==> src/rtl/pc_fetch_pkg.sv <==
`default_nettype none
// ============================================================================
// Module      : pc_fetch_pkg
// Description : Shared core definitions for the instruction fetch unit:
//               PC width, reset vector and fetch FSM state encoding.
// Revision    : 1.0 - initial release
// ============================================================================
package pc_fetch_pkg;

    localparam int unsigned PC_W = 8;

    localparam logic [PC_W-1:0] RESET_PC_DEFAULT = 8'h00;

    typedef enum logic [1:0] {
        ST_WAKE   = 2'd0,
        ST_RUN    = 2'd1,
        ST_HALTED = 2'd2
    } fetch_state_e;

    // Unsigned increment; wraps 8'hFF -> 8'h00 by truncation.
    function automatic logic [PC_W-1:0] pc_next_seq(input logic [PC_W-1:0] pc);
        return pc + {{(PC_W-1){1'b0}}, 1'b1};
    endfunction

endpackage : pc_fetch_pkg
`default_nettype wire

==> src/rtl/pc_fetch.sv <==
`default_nettype none
// ============================================================================
// Module      : pc_fetch
// Description : Single-stage instruction fetch. Holds the PC, requests words
//               from instruction memory and presents them with a valid flag.
// Revision    : 1.0 - initial release
// ============================================================================
module pc_fetch
    import pc_fetch_pkg::*;
#(
    parameter logic [PC_W-1:0] RESET_PC = RESET_PC_DEFAULT,
    parameter int unsigned     INSTR_W  = 16
) (
    input  logic               clk,
    input  logic               rst_n,
    input  logic               pc_overwrite,
    input  logic [PC_W-1:0]    overwrite_data,
    input  logic               stall,
    input  logic               halt,
    output logic               imem_req,
    output logic [PC_W-1:0]    imem_addr,
    input  logic               imem_ack,
    input  logic [INSTR_W-1:0] imem_rdata,
    output logic               instr_valid,
    output logic [INSTR_W-1:0] instr,
    output logic [PC_W-1:0]    instr_pc,
    output logic               halted
);

    fetch_state_e        state_q, state_d;
    logic [PC_W-1:0]     pc_q, pc_d;
    logic                instr_valid_q, instr_valid_d;
    logic [INSTR_W-1:0]  instr_q, instr_d;
    logic [PC_W-1:0]     instr_pc_q, instr_pc_d;

    logic                req;
    logic                fetch_done;
    logic                consume;

    always_ff @(posedge clk or negedge rst_n) begin
        if (!rst_n) begin
            state_q       <= ST_WAKE;
            pc_q          <= RESET_PC;
            instr_valid_q <= 1'b0;
            instr_q       <= '0;
            instr_pc_q    <= '0;
        end else begin
            state_q       <= state_d;
            pc_q          <= pc_d;
            instr_valid_q <= instr_valid_d;
            instr_q       <= instr_d;
            instr_pc_q    <= instr_pc_d;
        end
    end

    // Requests are purely combinational so a redirect or halt withdraws them
    // in the same cycle; the memory never sees a sticky request.
    always_comb begin
        req = 1'b0;
        if (state_q == ST_RUN && !(instr_valid_q && stall) && !pc_overwrite && !halt) begin
            req = 1'b1;
        end
    end

    assign fetch_done = req && imem_ack;
    assign consume    = instr_valid_q && !stall;

    always_comb begin
        state_d = state_q;
        case (state_q)
            ST_WAKE:   state_d = ST_RUN;
            ST_RUN:    if (halt) state_d = ST_HALTED;
            ST_HALTED: state_d = ST_HALTED;
            default:   state_d = ST_WAKE;
        endcase
    end

    always_comb begin
        pc_d          = pc_q;
        instr_valid_d = instr_valid_q;
        instr_d       = instr_q;
        instr_pc_d    = instr_pc_q;

        if (pc_overwrite) begin
            pc_d = overwrite_data;
        end else if (fetch_done) begin
            pc_d = pc_next_seq(pc_q);
        end

        // fetch_done is never set alongside a redirect or halt, so the
        // priority below only matters for clearing the held word.
        if (pc_overwrite || halt) begin
            instr_valid_d = 1'b0;
        end else if (fetch_done) begin
            instr_valid_d = 1'b1;
            instr_d       = imem_rdata;
            instr_pc_d    = pc_q;
        end else if (consume) begin
            instr_valid_d = 1'b0;
        end
    end

    assign imem_req    = req;
    assign imem_addr   = pc_q;
    assign instr_valid = instr_valid_q;
    assign instr       = instr_q;
    assign instr_pc    = instr_pc_q;
    assign halted      = (state_q == ST_HALTED);

endmodule : pc_fetch
`default_nettype wire

==> config.mk <==
export PLATFORM = sky130hd
export DESIGN_NAME = pc_fetch
export DESIGN_NICKNAME = d
export VERILOG_FILES = /design/src/rtl/pc_fetch_pkg.sv /design/src/rtl/pc_fetch.sv
export SDC_FILE = /design/constraint.sdc
export NUM_CORES = 1
export LEC_CHECK = 0
export BUFFER_PORTS_ARGS = -buffer_cell sky130_fd_sc_hd__buf_2
export CAP_MARGIN = 30
export CORE_ASPECT_RATIO = 1.25
export CORE_MARGIN = 3
export CORE_UTILIZATION = 47
export DETAILED_ROUTE_END_ITERATION = 12
export PLACE_DENSITY = 0.9
export SLEW_MARGIN = 5
export SYNTH_ARGS = -nofsm -noshare
export SYNTH_HDL_FRONTEND = slang
export SYNTH_SLANG_ARGS = --single-unit
export TNS_END_PERCENT = 100
==> constraint.sdc <==
create_clock -name clk -period 1.9 [get_ports clk]
set_input_delay 0 -clock clk [delete_from_list [all_inputs] [get_ports clk]]
set_output_delay 0 -clock clk [all_outputs]
set_load 0.05 [all_outputs]
==> results.md <==
* Status: complete, no violations
* Crit share post-route at 93.4%
* CTS tree: done
* Arr. time, crit path at 2050 ps
* Setup violations, final at 0
* Clock sink total at 35
* Antenna Nets Post-Route at 0
* Dpl hpwl at 2.48 mm
* Clock Latency Late Sink at 330 ps
* Worst r2r src: state_q[1]
* Number of flops mapped to enable cells by yosys at 0
* Cell Area, Synth at 1560 µm²
* RD Place Congestion at 0.746
* Via count at 1359
* Required @ worst endpoint at 2180 ps
* Initial Util at 51.1%
* Global route total overflow at 0
* Net Sw Frac at 50.1%
* Worst-path fanout max at 5
* Largest net degree at the start of global routing at 36
* Synth top area cells: dfrtp_1 (56%), mux2_1 (11%), mux2_2 (6.5%), ha_1 (3.2%), nand2_1 (3.1%)
* Initial antenna violation count at 0
* Hold endpoint: state_q[1]
* Placement Setup Slack at 166 ps
* Maximum vdd drop at 0.957 mV
* CP Class: flop to flop
* Hold path start: halt
* Tmin final at 1780 ps
* Warnings from Yosys at 0
* Share of layout cells above drive strength 1 at 39.5%
* Relative slew margins at 49.5%
* Top cells by count, synth: dfrtp_1 (35), mux2_1 (15), nand2_1 (13)
* Sequential Power Share at 34.4%
* R2R Path End: instr_valid
* Clk_skew at 6.08 ps
* Io pins at 65
* Detailed-route DRC error count at 0
* Count leader, synth: dfrtp_1
* FP Rows at 22
* Pre-antenna DRT Iters at 4
* Fin cells at 256
* Area of the core at 3060 µm²
* Max_cap viols at 0
* Post-Synthesis Net Count at 154
* Buffers added on ports at 64
* Static leakage at 1.17 nW
* Sw power at 0.00173 W
* Die height at 70.4 µm
* Routed Wire Length at 3.98 mm
* Drt via density at 5.31
* Final net count at 253
* H-tree Lvls at 2
* Clock Power Share at 13.1%
* Slew Viols, Final at 0
* Reg clk slew, reported paths at 100 ps
* Placed Instances at 219
* Die Area at 4050 µm²
* Vias in the first global route at 1451
* Die Wd at 57.6 µm
* Worst r2r path cells at 6
* Post-synthesis cell type count at 32
* Synth top area share at 56.1%
* Worst-Margin Slew at 758 ps
* Area growth, synth to finish at 46.1%
* Seq/Total Area, Yosys at 56.1%
* WL per Instance at 15.5 µm
* P per Cell Area at 1510 nW/µm²
* Worst Setup Start Kind: flop
* Final worst slack at 125 ps
* Ys async rst share at 100%
* Post-CTS Setup Inserts at 0
* Final hold vios at 0
* Iteration-0 DRC Markers at 30
* # diodes at 0
* Inserted Clock Buffers at 5
* Hold depth at 3
* Synth Flop Type: dfrtp_1
* Internal at 0.00172 W
* Setup crit end kind: flop
* Cell accounting for the most synthesized area: dfrtp_1
* Hold crit path type: input port to flop
* Internal reg-to-reg setup slack at 120 ps
* Root buf cell: clkbuf_4
* Syn Inst Count at 120
* Fillers at 199
* First-pass GRT wire length at 6.52 mm
* Fin util at 74.7%
* Comb pwr share at 52.5%
* Global-route usage over all layers at 21.0%
* Fmax at 563 MHz
* CTS max path bufs at 2
* #FFs+latches synth at 35
* Worst setup startpoint: state_q[1]
* Syn_area_per_cell at 13.0 µm²
==> per-stage QoR <==
stage	hold slack [ps]	cell area, µm²	total power [W]	TNS (ps)
2_1_floorplan	-296	1560	0.00252	0
3_3_place_gp	110	1920	0.00291	0
3_5_place_dp	112	1920	0.00296	0
4_1_cts	63.4	2280	0.00345	0
5_1_grt	108	2280	0.00363	-5.43
6_report	75.6	2280	0.00345	0
==> placed cells by master (no fill, tap or decap), types with 2 or more instances in the layout <==
cell	synthesis	routed
nor3_1	2	2
a221o_1	2	2
a21oi_1	2	2
clkbuf_4	0	5
inv_1	4	4
mux2_1	15	15
ha_1	4	4
dfrtp_1	35	35
nand3_1	4	4
buf_2	1	64
dlygate4sd3_1	0	29
a21o_1	2	2
mux2_2	9	9
clkbuf_8	0	2
o221ai_1	2	2
nand2_2	1	2
nor4_1	2	2
and3_1	2	2
nand2_1	13	12
buf_4	0	2
o21ai_0	4	4
==> routing by layer <==
layer  share of wire [%]  global-route usage, %  wire length [µm]  vias to the layer above
met5                   0                      0                 0                        -
met4                 2.2                   8.25                87                        0
met3                 4.8                   4.44               190                       12
met2                  58                   39.8              2290                       49
met1                  35                   21.6              1400                      665
li1                    -                      -                 -                      633
==> critical path, cell delays in order (launching register included) <==
cell and delay [ps]:
dfrtp_1 400, inv_1 100, ha_1 220, nand2_2 120
buf_4 170, a21boi_0 160, dlygate4sd3_1 560
==> worst max-delay path by stage <==
| stage | depth (start not counted) | slack [ps] | endpoint |
|---|---|---|---|
| 2_1_floorplan | 4 | 140 | instr[1] |
| 3_3_place_gp | 6 | 240 | instr_pc[0] |
| 3_5_place_dp | 6 | 170 | instr_pc[0] |
| 4_1_cts | 6 | 80 | instr_valid |
| 5_1_grt | 6 | -5 | instr_valid |
| 6_report | 6 | 120 | instr_valid |
==> final cells by class <==
cell class                 instances  area (µm²)  area share, %
sequential                        35         876           38.4
inverter                           4        15.0          0.658
timing repair buffer              96         646           28.3
tap                               36        45.0           1.97
multi-input combinational         77         631           27.6
clock buffer                       8        68.8           3.02
==> state kept, by name, indices dropped and copies added, names as in the netlist <==
name,flops
imem_addr,8
state_q,2
instr,16
instr_valid,1
instr_pc,8
==> repair_timing <==
action                                  CTS  global route
hold buffers                             29             0
hold endpoints to repair                 60             0
gates resized for setup                   0             1
endpoints found under the setup margin    0             1
==> kinds of logic (layout without fill, tap and decap cells) <==
kind of cell	Yosys count	after routing	share of synthesized area (%)
compound gates	18	18	8.73
xor+xnor	1	1	0.561
fa+ha+maj	4	4	3.21
buf+inv	8	108	3.68
flops	35	35	56.1
mux	24	24	17.3
simple gates	30	30	10.4
==> power groups by stage <==
stage                     clock (W)  combinational (W)  sequential (W)
after global placement            0            0.00173         0.00118
final                      0.000452            0.00181         0.00119
after CTS                  0.000468            0.00181         0.00118
after floorplan                   0           0.000405         0.00211
after detailed placement          0            0.00176         0.00120
after global routing       0.000500            0.00190         0.00123
Note: power is estimated with default switching activity, not from simulation.
